### config.mk
export PLATFORM = sky130hd
export DESIGN_NAME = panel_loader
export DESIGN_NICKNAME = d
export VERILOG_FILES = /design/src/rtl/CPU_Definitions.sv /design/src/rtl/panel_strobe.sv /design/src/rtl/panel_loader.sv
export SDC_FILE = /design/constraint.sdc
export NUM_CORES = 1
export LEC_CHECK = 0
export CORE_ASPECT_RATIO = 1.2
export CORE_UTILIZATION = 58
export CTS_BUF_LIST = sky130_fd_sc_hd__clkbuf_16
export DETAILED_ROUTE_END_ITERATION = 7
export HOLD_SLACK_MARGIN = 0.03
export PLACE_DENSITY = 0.79
export REMOVE_ABC_BUFFERS = 1
export SLEW_MARGIN = 20
export SYNTH_ARGS = -nofsm -noshare
export SYNTH_HDL_FRONTEND = slang
export SYNTH_HIERARCHICAL = 1
export SYNTH_SLANG_ARGS = --single-unit
### constraint.sdc
create_clock -name clk -period 3.55 [get_ports clk]
set_clock_uncertainty 0.1 [all_clocks]
set_input_delay 0.5325 -clock clk [delete_from_list [all_inputs] [get_ports clk]]
set_output_delay 0.5325 -clock clk [all_outputs]
set_load 0.02 [all_outputs]
### src/rtl/CPU_Definitions.sv
// Shared types and helpers for the paper-tape front-panel loader.
package CPU_Definitions;

  typedef logic [11:0] word;

  typedef enum logic [1:0] {
    FR_DATA,
    FR_ORIGIN,
    FR_LEADER,
    FR_FIELD
  } frame_cls_e;

  typedef enum logic [3:0] {
    S_LEADER,
    S_HIGH,
    S_LOW,
    S_SETUP,
    S_PULSE,
    S_HOLD,
    S_FINAL,
    S_DONE,
    S_ERROR
  } state_e;

  typedef enum logic [1:0] {
    PH_IDLE,
    PH_SETUP,
    PH_PULSE,
    PH_HOLD
  } phase_e;

  // Field frames (11) share bit 7 with leader (10), so they are split out first.
  function automatic frame_cls_e classify(input logic [7:0] f);
    case (f[7:6])
      2'b11:   return FR_FIELD;
      2'b10:   return FR_LEADER;
      2'b01:   return FR_ORIGIN;
      default: return FR_DATA;
    endcase
  endfunction

  function automatic int eff_cyc(input int n);
    return (n < 1) ? 1 : n;
  endfunction

  function automatic int phase_cnt_w(input int a, input int b, input int c);
    int m;
    m = eff_cyc(a);
    if (eff_cyc(b) > m) m = eff_cyc(b);
    if (eff_cyc(c) > m) m = eff_cyc(c);
    return (m < 2) ? 1 : $clog2(m);
  endfunction

endpackage

### src/rtl/panel_strobe.sv
// Setup / pulse / hold sequencer for one front-panel switch operation.
module panel_strobe
  import CPU_Definitions::*;
#(
  parameter int SETUP_CYC = 10,
  parameter int PULSE_CYC = 10,
  parameter int HOLD_CYC  = 10
) (
  input  logic        clk,
  input  logic        rst_n,
  input  logic        start,
  input  logic        sel_dep,
  input  logic [11:0] value,
  output logic [11:0] sw_out,
  output logic        load_pc,
  output logic        deposit,
  output logic        last,
  output logic        done
);

  localparam int CNT_W = phase_cnt_w(SETUP_CYC, PULSE_CYC, HOLD_CYC);
  localparam logic [CNT_W-1:0] S_LAST = CNT_W'(eff_cyc(SETUP_CYC) - 1);
  localparam logic [CNT_W-1:0] P_LAST = CNT_W'(eff_cyc(PULSE_CYC) - 1);
  localparam logic [CNT_W-1:0] H_LAST = CNT_W'(eff_cyc(HOLD_CYC) - 1);

  phase_e           phase_q, phase_d;
  logic [CNT_W-1:0] cnt_q, cnt_d;
  logic [11:0]      val_q, val_d;
  logic             sel_q, sel_d;

  always_comb begin
    phase_d = phase_q;
    cnt_d   = cnt_q;
    val_d   = val_q;
    sel_d   = sel_q;
    case (phase_q)
      PH_SETUP: last = (cnt_q == S_LAST);
      PH_PULSE: last = (cnt_q == P_LAST);
      PH_HOLD:  last = (cnt_q == H_LAST);
      default:  last = 1'b0;
    endcase
    if (start) begin
      phase_d = PH_SETUP;
      cnt_d   = '0;
      val_d   = value;
      sel_d   = sel_dep;
    end else if (phase_q != PH_IDLE) begin
      if (last) begin
        cnt_d = '0;
        case (phase_q)
          PH_SETUP: phase_d = PH_PULSE;
          PH_PULSE: phase_d = PH_HOLD;
          default:  phase_d = PH_IDLE;
        endcase
      end else begin
        cnt_d = cnt_q + CNT_W'(1);
      end
    end
  end

  always_ff @(posedge clk or negedge rst_n) begin
    if (!rst_n) begin
      phase_q <= PH_IDLE;
      cnt_q   <= '0;
      val_q   <= '0;
      sel_q   <= 1'b0;
    end else begin
      phase_q <= phase_d;
      cnt_q   <= cnt_d;
      val_q   <= val_d;
      sel_q   <= sel_d;
    end
  end

  // Strobes decode straight from flops so reset removes them without waiting for a clock.
  assign done    = (phase_q == PH_HOLD) && last;
  assign sw_out  = val_q;
  assign load_pc = (phase_q == PH_PULSE) && !sel_q;
  assign deposit = (phase_q == PH_PULSE) && sel_q;

endmodule

### src/rtl/panel_loader.sv
// Reads a BIN paper tape frame by frame and replays it as front-panel Load PC / Deposit operations.
module panel_loader
  import CPU_Definitions::*;
#(
  parameter int  SETUP_CYC = 10,
  parameter int  PULSE_CYC = 10,
  parameter int  HOLD_CYC  = 10,
  parameter word START_PC  = 12'o200
) (
  input  logic        clk,
  input  logic        btnCpuReset,
  input  logic [7:0]  frame,
  input  logic        frame_valid,
  output logic        frame_ready,
  output logic [11:0] sw_out,
  output logic        load_pc,
  output logic        deposit,
  output logic        run,
  output logic        busy,
  output logic        done,
  output logic        cksum_err,
  output logic        fmt_err
);

  localparam int CNT_W = phase_cnt_w(SETUP_CYC, PULSE_CYC, HOLD_CYC);
  localparam logic [CNT_W-1:0] WAIT_LAST = CNT_W'(eff_cyc(SETUP_CYC) - 1);

  state_e           state_q, state_d;
  logic [6:0]       hi_q, hi_d;
  logic             pend_vld_q, pend_vld_d;
  word              pend_val_q, pend_val_d;
  logic [7:0]       pend_hi_q, pend_hi_d;
  logic [7:0]       pend_lo_q, pend_lo_d;
  logic             pend_org_q, pend_org_d;
  word              cksum_q, cksum_d;
  logic             cksum_err_q, cksum_err_d;
  logic             fmt_err_q, fmt_err_d;
  logic             run_q, run_d;
  logic             done_q, done_d;
  logic             rdy_q, rdy_d;
  logic             fin_wait_q, fin_wait_d;
  logic [CNT_W-1:0] wcnt_q, wcnt_d;

  frame_cls_e cls;
  word        new_word;
  logic       accept;
  logic       strb_start, strb_sel, strb_last, strb_done;
  word        strb_val;

  assign cls      = classify(frame);
  assign new_word = {hi_q[5:0], frame[5:0]};
  assign accept   = frame_valid && frame_ready;
  assign rdy_d    = 1'b1;

  always_comb begin
    state_d     = state_q;
    hi_d        = hi_q;
    pend_vld_d  = pend_vld_q;
    pend_val_d  = pend_val_q;
    pend_hi_d   = pend_hi_q;
    pend_lo_d   = pend_lo_q;
    pend_org_d  = pend_org_q;
    cksum_d     = cksum_q;
    cksum_err_d = cksum_err_q;
    fmt_err_d   = fmt_err_q;
    run_d       = run_q;
    done_d      = done_q;
    fin_wait_d  = fin_wait_q;
    wcnt_d      = wcnt_q;
    strb_start  = 1'b0;
    strb_sel    = 1'b0;
    strb_val    = pend_val_q;
    case (state_q)
      S_LEADER: begin
        if (accept && cls != FR_FIELD && cls != FR_LEADER) begin
          hi_d    = frame[6:0];
          state_d = S_LOW;
        end
      end
      S_HIGH: begin
        if (accept && cls == FR_LEADER) begin
          if (pend_vld_q) begin
            // Trailer: the pending word is the checksum and is only compared, never deposited.
            cksum_err_d = (pend_val_q != cksum_q);
            strb_start  = 1'b1;
            strb_sel    = 1'b0;
            strb_val    = START_PC;
            state_d     = S_FINAL;
          end else begin
            fmt_err_d = 1'b1;
            state_d   = S_ERROR;
          end
        end else if (accept && cls != FR_FIELD) begin
          hi_d    = frame[6:0];
          state_d = S_LOW;
        end
      end
      S_LOW: begin
        if (accept && cls == FR_LEADER) begin
          fmt_err_d = 1'b1;
          state_d   = S_ERROR;
        end else if (accept && cls != FR_FIELD) begin
          if (pend_vld_q) begin
            strb_start = 1'b1;
            strb_sel   = !pend_org_q;
            cksum_d    = cksum_q + {4'b0, pend_hi_q} + {4'b0, pend_lo_q};
            state_d    = S_SETUP;
          end else begin
            state_d = S_HIGH;
          end
          pend_vld_d = 1'b1;
          pend_val_d = new_word;
          pend_hi_d  = {1'b0, hi_q};
          pend_lo_d  = frame;
          pend_org_d = hi_q[6];
        end
      end
      S_SETUP: if (strb_last) state_d = S_PULSE;
      S_PULSE: if (strb_last) state_d = S_HOLD;
      S_HOLD:  if (strb_last) state_d = S_HIGH;
      S_FINAL: begin
        if (!fin_wait_q) begin
          if (strb_done) begin
            fin_wait_d = 1'b1;
            wcnt_d     = '0;
          end
        end else if (wcnt_q == WAIT_LAST) begin
          fin_wait_d = 1'b0;
          run_d      = 1'b1;
          done_d     = 1'b1;
          state_d    = S_DONE;
        end else begin
          wcnt_d = wcnt_q + CNT_W'(1);
        end
      end
      default: state_d = state_q;
    endcase
  end

  always_ff @(posedge clk or negedge btnCpuReset) begin
    if (!btnCpuReset) begin
      state_q     <= S_LEADER;
      hi_q        <= '0;
      pend_vld_q  <= 1'b0;
      pend_val_q  <= '0;
      pend_hi_q   <= '0;
      pend_lo_q   <= '0;
      pend_org_q  <= 1'b0;
      cksum_q     <= '0;
      cksum_err_q <= 1'b0;
      fmt_err_q   <= 1'b0;
      run_q       <= 1'b0;
      done_q      <= 1'b0;
      rdy_q       <= 1'b0;
      fin_wait_q  <= 1'b0;
      wcnt_q      <= '0;
    end else begin
      state_q     <= state_d;
      hi_q        <= hi_d;
      pend_vld_q  <= pend_vld_d;
      pend_val_q  <= pend_val_d;
      pend_hi_q   <= pend_hi_d;
      pend_lo_q   <= pend_lo_d;
      pend_org_q  <= pend_org_d;
      cksum_q     <= cksum_d;
      cksum_err_q <= cksum_err_d;
      fmt_err_q   <= fmt_err_d;
      run_q       <= run_d;
      done_q      <= done_d;
      rdy_q       <= rdy_d;
      fin_wait_q  <= fin_wait_d;
      wcnt_q      <= wcnt_d;
    end
  end

  panel_strobe #(
    .SETUP_CYC(SETUP_CYC),
    .PULSE_CYC(PULSE_CYC),
    .HOLD_CYC (HOLD_CYC)
  ) u_strobe (
    .clk    (clk),
    .rst_n  (btnCpuReset),
    .start  (strb_start),
    .sel_dep(strb_sel),
    .value  (strb_val),
    .sw_out (sw_out),
    .load_pc(load_pc),
    .deposit(deposit),
    .last   (strb_last),
    .done   (strb_done)
  );

  // rdy_q keeps the handshake closed during reset and for the first edge after it.
  assign frame_ready = rdy_q && (state_q == S_LEADER || state_q == S_HIGH || state_q == S_LOW);
  assign busy        = rdy_q && !frame_ready && state_q != S_DONE && state_q != S_ERROR;
  assign run         = run_q;
  assign done        = done_q;
  assign cksum_err   = cksum_err_q;
  assign fmt_err     = fmt_err_q;

endmodule

== After elaboration in Yosys (flattened, before gate mapping) ==
Cells that the tools add are included.
W data, S select, Z words.
Storage, ports and cells
  logic and storage cells: 139
  register bits: 80
  output and inout bits: 20
Operators by class
  equal/unequal tests: 34
  bitwise operators: 1
  add/subtract/negate cells: 4
  reductions and logical operators: 34
  multiplexer cells: 48
Operators with widths (number)
  $mux W4: 17
  $mux W12: 3
  $pmux W4 S7: 1
  $ne A2 B2 Y1 const B: 11
  $mux W7: 3
  $mux W1: 15
  $pmux W7 S2: 1
  $add A12 B7 Y12: 1
  $add A12 B8 Y12: 1
  $eq A4 B3 Y1 const B: 3
  $ne A12 B12 Y1: 1
  $reduce_and A3 Y1: 4
  $reduce_and A4 Y1: 3
  $reduce_bool A2 Y1: 6
  $logic_and A1 B1 Y1: 11
  $eq A2 B2 Y1 const B: 5
  $reduce_and A9 Y1: 1
  $add A4 B1 Y4 const B: 2
  $eq A4 B2 Y1 const B: 2
  $eq A4 B4 Y1 const B: 2
  $mux W2: 4
  $reduce_bool A7 Y1: 1
  $ne A2 B1 Y1 const B: 3
  $ne A3 B3 Y1 const B: 2
  13 further kinds: 18

== Logic depth before layout (Yosys ltp) ==
  depth after elaboration: 11
  gate-level depth with buffers: 11
  depth with buffers taken out: 11

== Hierarchy ==
The synthesis kept the hierarchy.
By module, submodules not included
  panel_loader: sequential area each 1201.2 sq um, cells each 262, area each 2800.2 sq um, instances 1
  panel_strobe: sequential area each 475.5 sq um, cells each 66, area each 870.8 sq um, instances 1

== Least setup slack after synthesis ==
OpenSTA, ideal clock, no wires.
  path kind: input -> register
  from: input port frame_valid
  to: register u_strobe.sel_q
  stages on the path: 8
  data required time: 3325 ps
  library setup time: 125 ps
  slack: 1057 ps
  arrival: 2268 ps
  path buffers: 3
  cell sequence: nand4bb_4 > nor3b_1 > and3_2 > buf_6 > nand2b_1 > buf_2 > buf_2 > mux2_2
On the way
  cells in the longest elaborated chain, start to end: 5
  elaborated cells between the ends (all ways): 10
  classes of those cells: 7 x mux; 3 x reduce/logical
RTL lines
  from (decl): line panel_loader.sv:13  | input logic frame_valid,
  $logic_and A1 B1 Y1 (*): line panel_loader.sv:52  | assign accept = frame_valid && frame_ready;
  $logic_and A1 B1 Y1: line panel_loader.sv:102  | end else if (accept && cls != FR_FIELD) begin
  $mux W1: line panel_loader.sv:102
  $mux W1: line panel_loader.sv:99  | if (accept && cls == FR_LEADER) begin
  $pmux W1 S2 (*): line panel_loader.sv:73  | case (state_q)
  net strb_start: line panel_loader.sv:47  | logic strb_start, strb_sel, strb_last, strb_done;
  to (signal assigned): line panel_strobe.sv:71  | sel_q <= sel_d;
  to (decl): line panel_strobe.sv:29  | logic sel_q, sel_d;
The timed path passes the listed nets; every way through them passes the cells marked *.
A chain may end at the register's enable or synchronous reset.

== Final worst setup path ==
  from: input port frame_valid
  to: register u_strobe.val_q[3] (netlist: u_strobe/sw_out[3])
On the way
  cells in the longest elaborated chain, start to end: 5
  elaborated cells between the ends (all ways): 9
  classes of those cells: 6 x mux; 3 x reduce/logical
RTL lines
  $logic_and A1 B1 Y1 (*): line panel_loader.sv:52
  $logic_and A1 B1 Y1: line panel_loader.sv:102
  $mux W1: line panel_loader.sv:102
  $mux W1: line panel_loader.sv:99
  $pmux W1 S2 (*): line panel_loader.sv:73
  net strb_start: line panel_loader.sv:47
  to (signal assigned): line panel_strobe.sv:70  | val_q <= val_d;
  to (decl): line panel_strobe.sv:28  | logic [11:0] val_q, val_d;
Marks and branches as above.

==> out/qor.txt <==
TIMING
-------------------------------------------------------------------------------------
Post-layout min period                                                        2812 ps
Period utilization                                                             0.7922
Final worst-path setup slack                                                 737.9 ps
Transition time at the pin with the least slew margin                        836.6 ps
RSZ-0062 raised after global routing                                               no
Achievable Freq                                                             355.6 MHz
Hold Vio Cnt, Final                                                                 0
Final setup violation count                                                         0
Slew Limit Headroom                                                            0.4423
Total Negative Setup Slacks                                                      0 ps
Final-report max-slew violation count                                               0

FINAL LAYOUT
-------------------------------------------------------------------------------------
Layout cells sized above 1                                                     0.1875
Area growth, synth to finish                                                   19.15%
Most frequent standard cell in the layout excluding fill and tap cells        dfrtp_1
Diodes inserted                                                                     0
Final cell count without fillers                                                  450
Filler instances                                                                  460
NumNets Final                                                                     398
Top library cells by usage in the layout, fill and taps aside            dfrtp_1 (67), mux2_2 (33), clkdlybuf4s50_1 (29)

CLOCKING
-------------------------------------------------------------------------------------
Post-CTS resize count                                                               0
Root buffer cell                                                            clkbuf_16
Clock insertion delay at the later pin of the skew report                      320 ps
Number of clock sinks seen by CTS                                                  67
TritonCTS clock tree                                                             done
Clock-pin slew on the worst setup and hold paths                                60 ps
Max Buffers Root-to-Sink                                                            2
Clock buffers created by TritonCTS                                                  9
Post-CTS setup repair buffer count                                                  0
H-Tree Depth                                                                        3
Number of buffers inserted by hold repair at cts                                    0

FLOORPLAN
-------------------------------------------------------------------------------------
Total die area                                                           0.006653 mm2
# rows                                                                             31
Effective utilization at floorplan                                             0.6028
Horizontal die dimension                                                     74.63 um
Number of placed I/O pins                                                          31
Core outline area                                                        0.006090 mm2
Die boundary height                                                          89.15 um

SYNTHESIS
-------------------------------------------------------------------------------------
Post-synth ARST share                                                           1.000
Number of instances in the synthesized netlist                                    328
Number of enable flip-flop cells after synthesis                                    0
Register bit count reported by yosys                                               67
Synth Flop Type                                                               dfrtp_1
Biggest area consumer among synthesized cells                                 dfrtp_1
Mean instance size in the synthesized netlist                               11.19 um2
Post-synthesis sequential area ratio                                           0.4567
Biggest area contributors in the synthesized netlist                     dfrtp_1 (46%), mux2_2 (10%), ha_1 (5.5%)
Cell variety after synth                                                           54
Number of synthesis warnings                                                        6
Area fraction of the dominant cell type after synthesis                        0.4567
Area of the mapped netlist                                               0.003671 mm2

GLOBAL ROUTING
-------------------------------------------------------------------------------------
GRT Residual Overflow                                                               0
Number of antenna violations at the first check in global routing                   0
Via count of the first global-routing pass                                      2,617
Global-route wire length before repair                                      12,520 um
Largest net degree at the start of global routing                                  39
Aggregate global-route resource usage                                          0.2584

DETAILED ROUTING
-------------------------------------------------------------------------------------
Initial drt markers                                                               166
WL per Instance                                                              16.43 um
Iteration count of the initial detailed-routing pass                                4
DRC errors left                                                                     0
Ratio of routed vias to standard cells                                          5.604
Count of vias placed by the detailed router                                     2,522
Remaining antenna violation count after routing                                     0
Final wirelength                                                              7395 um

PLACEMENT
-------------------------------------------------------------------------------------
Gp weighted congestion                                                         0.8090
Number of cells after detailed placement                                          434
Minimum setup slack after placement                                          395.8 ps
HPWL Detailed                                                                 5136 um
Port bufs                                                                          30

CRITICAL PATH
-------------------------------------------------------------------------------------
Maximum single-stage delay on the critical path                                520 ps
CP max stage cell                                                        clkdlybuf4s50_1
Required time at the endpoint of the critical path                            3660 ps
Setup crit start                                                          frame_valid
Worst Setup Start Kind                                                     input port
Reg-to-reg critical path startpoint                                      pend_val_q[6]
Maximum fanout count along the critical path                                       19
Type of the worst setup path                                                   in2reg
Data arrival time of the critical path                                        2920 ps
Crit. End Element                                                           flip-flop
Ordered list of cells on the worst path                                  clkdlybuf4s50_1, nand4bb_4, nor3b_1, and3_2, nand2b_1, buf_4, mux2_2

OUTCOME
-------------------------------------------------------------------------------------
Status                                                                      completed

JOB
-------------------------------------------------------------------------------------
Maxcap violations                                                                   0

WORST HOLD PATH
-------------------------------------------------------------------------------------
Hold WC Path Type                                                            in2async

POWER
-------------------------------------------------------------------------------------
Worst VDD drop                                                              0.3737 mV
Power density relative to cell area                                      758.6 mW/mm2
Leak Pwr                                                                     1.999 nW
Overall power of the completed layout                                        3.318 mW

-- logic make-up (layout without fill, tap and decap cells) --
group | count (synthesis) | in the layout | synth area share
buf+inv | 23 | 63 | 0.03238
flops | 67 | 67 | 0.4567
simple gates | 100 | 100 | 0.1588
other cells | 1 | 1 | 0.001022
xor+xnor | 22 | 22 | 0.05249
mux | 34 | 34 | 0.1040
compound gates | 56 | 56 | 0.09373
fa+ha+maj | 25 | 25 | 0.1009
-- power breakdown --
part	internal (mW)	total, mW	switching [mW]
registers	0.967	1.22	0.252
logic	0.571	1.10	0.531
clock network	0.678	0.997	0.319
-- state kept, by name (all words and copies together), names as in the netlist, 2 cells and up --
| register | cells |
|---|---|
| wcnt_q | 4 |
| u_strobe/cnt_q | 4 |
| state_q | 4 |
| u_strobe/phase_q | 2 |
| u_strobe/sw_out | 12 |
| cksum_q | 12 |
| pend_val_q | 11 |
| pend_lo_q | 2 |
| hi_q | 7 |
-- path summary, 6_finish.rpt --
| check | to | slack, ps | cells after the start |
|---|---|---|---|
| setup reg to reg | cksum_q[11] | 810 | 11 |
| max in group asynchronous | pend_val_q[10] | 2340 | 2 |
| setup / recovery | u_strobe/sw_out[3] | 740 | 7 |
| hold / removal | wcnt_q[2] | 210 | 1 |
| hold reg to reg | fmt_err | 380 | 1 |
| min in group clk | fmt_err | 380 | 1 |
-- layout make-up --
type | instances | area (um2) | share of cell area
Clock buffer | 9 | 225.2 | 0.05149
Clock inverter | 7 | 107.6 | 0.02460
Inverter | 11 | 41.29 | 0.009439
Multi-Input combinational cell | 238 | 1881 | 0.4299
Sequential cell | 67 | 1677 | 0.3833
Tap cell | 82 | 102.6 | 0.02346
Timing Repair Buffer | 36 | 340.3 | 0.07780
-- synthesized netlist by cell type, types with 2 or more instances --
cell type and instances:
dfrtp_1 67, mux2_2 33, nand2_1 25, o21ai_0 25, ha_1 16, nor2_1 16, xnor2_1 14, a21oi_1 12
nand2b_1 12, nor2b_1 12, inv_1 11, fa_1 8, xor2_1 8, buf_2 5, nor3_1 5, nand4_1 4
nor3b_1 4, buf_6 3, clkbuf_1 3, o211ai_1 3, or2_2 3, or3_1 3, a21o_1 2, a22o_1 2
and2_1 2, o41ai_1 2
-- metrics by stage --
stage,utilization,hold slack (ps),area (um2)
finish,0.7183,206.6,4374
global route,0.7183,288.3,4374
CTS,0.7183,243.5,4374
detailed placement,0.6637,367.3,4041
global placement,0.6637,350.9,4041
floorplan,-,136.9,3593
-- per-layer routing --
metal  up-vias  routed length [um]  global-route usage
met5         -                   0                   0
met4         0                 169              0.1149
met3        15                 151             0.04622
met2        44                3830              0.4382
met1      1255                3244              0.3217
li1       1208                   -                   -
-- critical path, delay by kind of cell --
| kind | cells | cell delay, ps |
|---|---|---|
| AND/OR/NAND/NOR | 4 | 1230 |
| buffers and inverters | 2 | 760 |
| multiplexers | 1 | 380 |
Power figures use the tool's default switching activity.
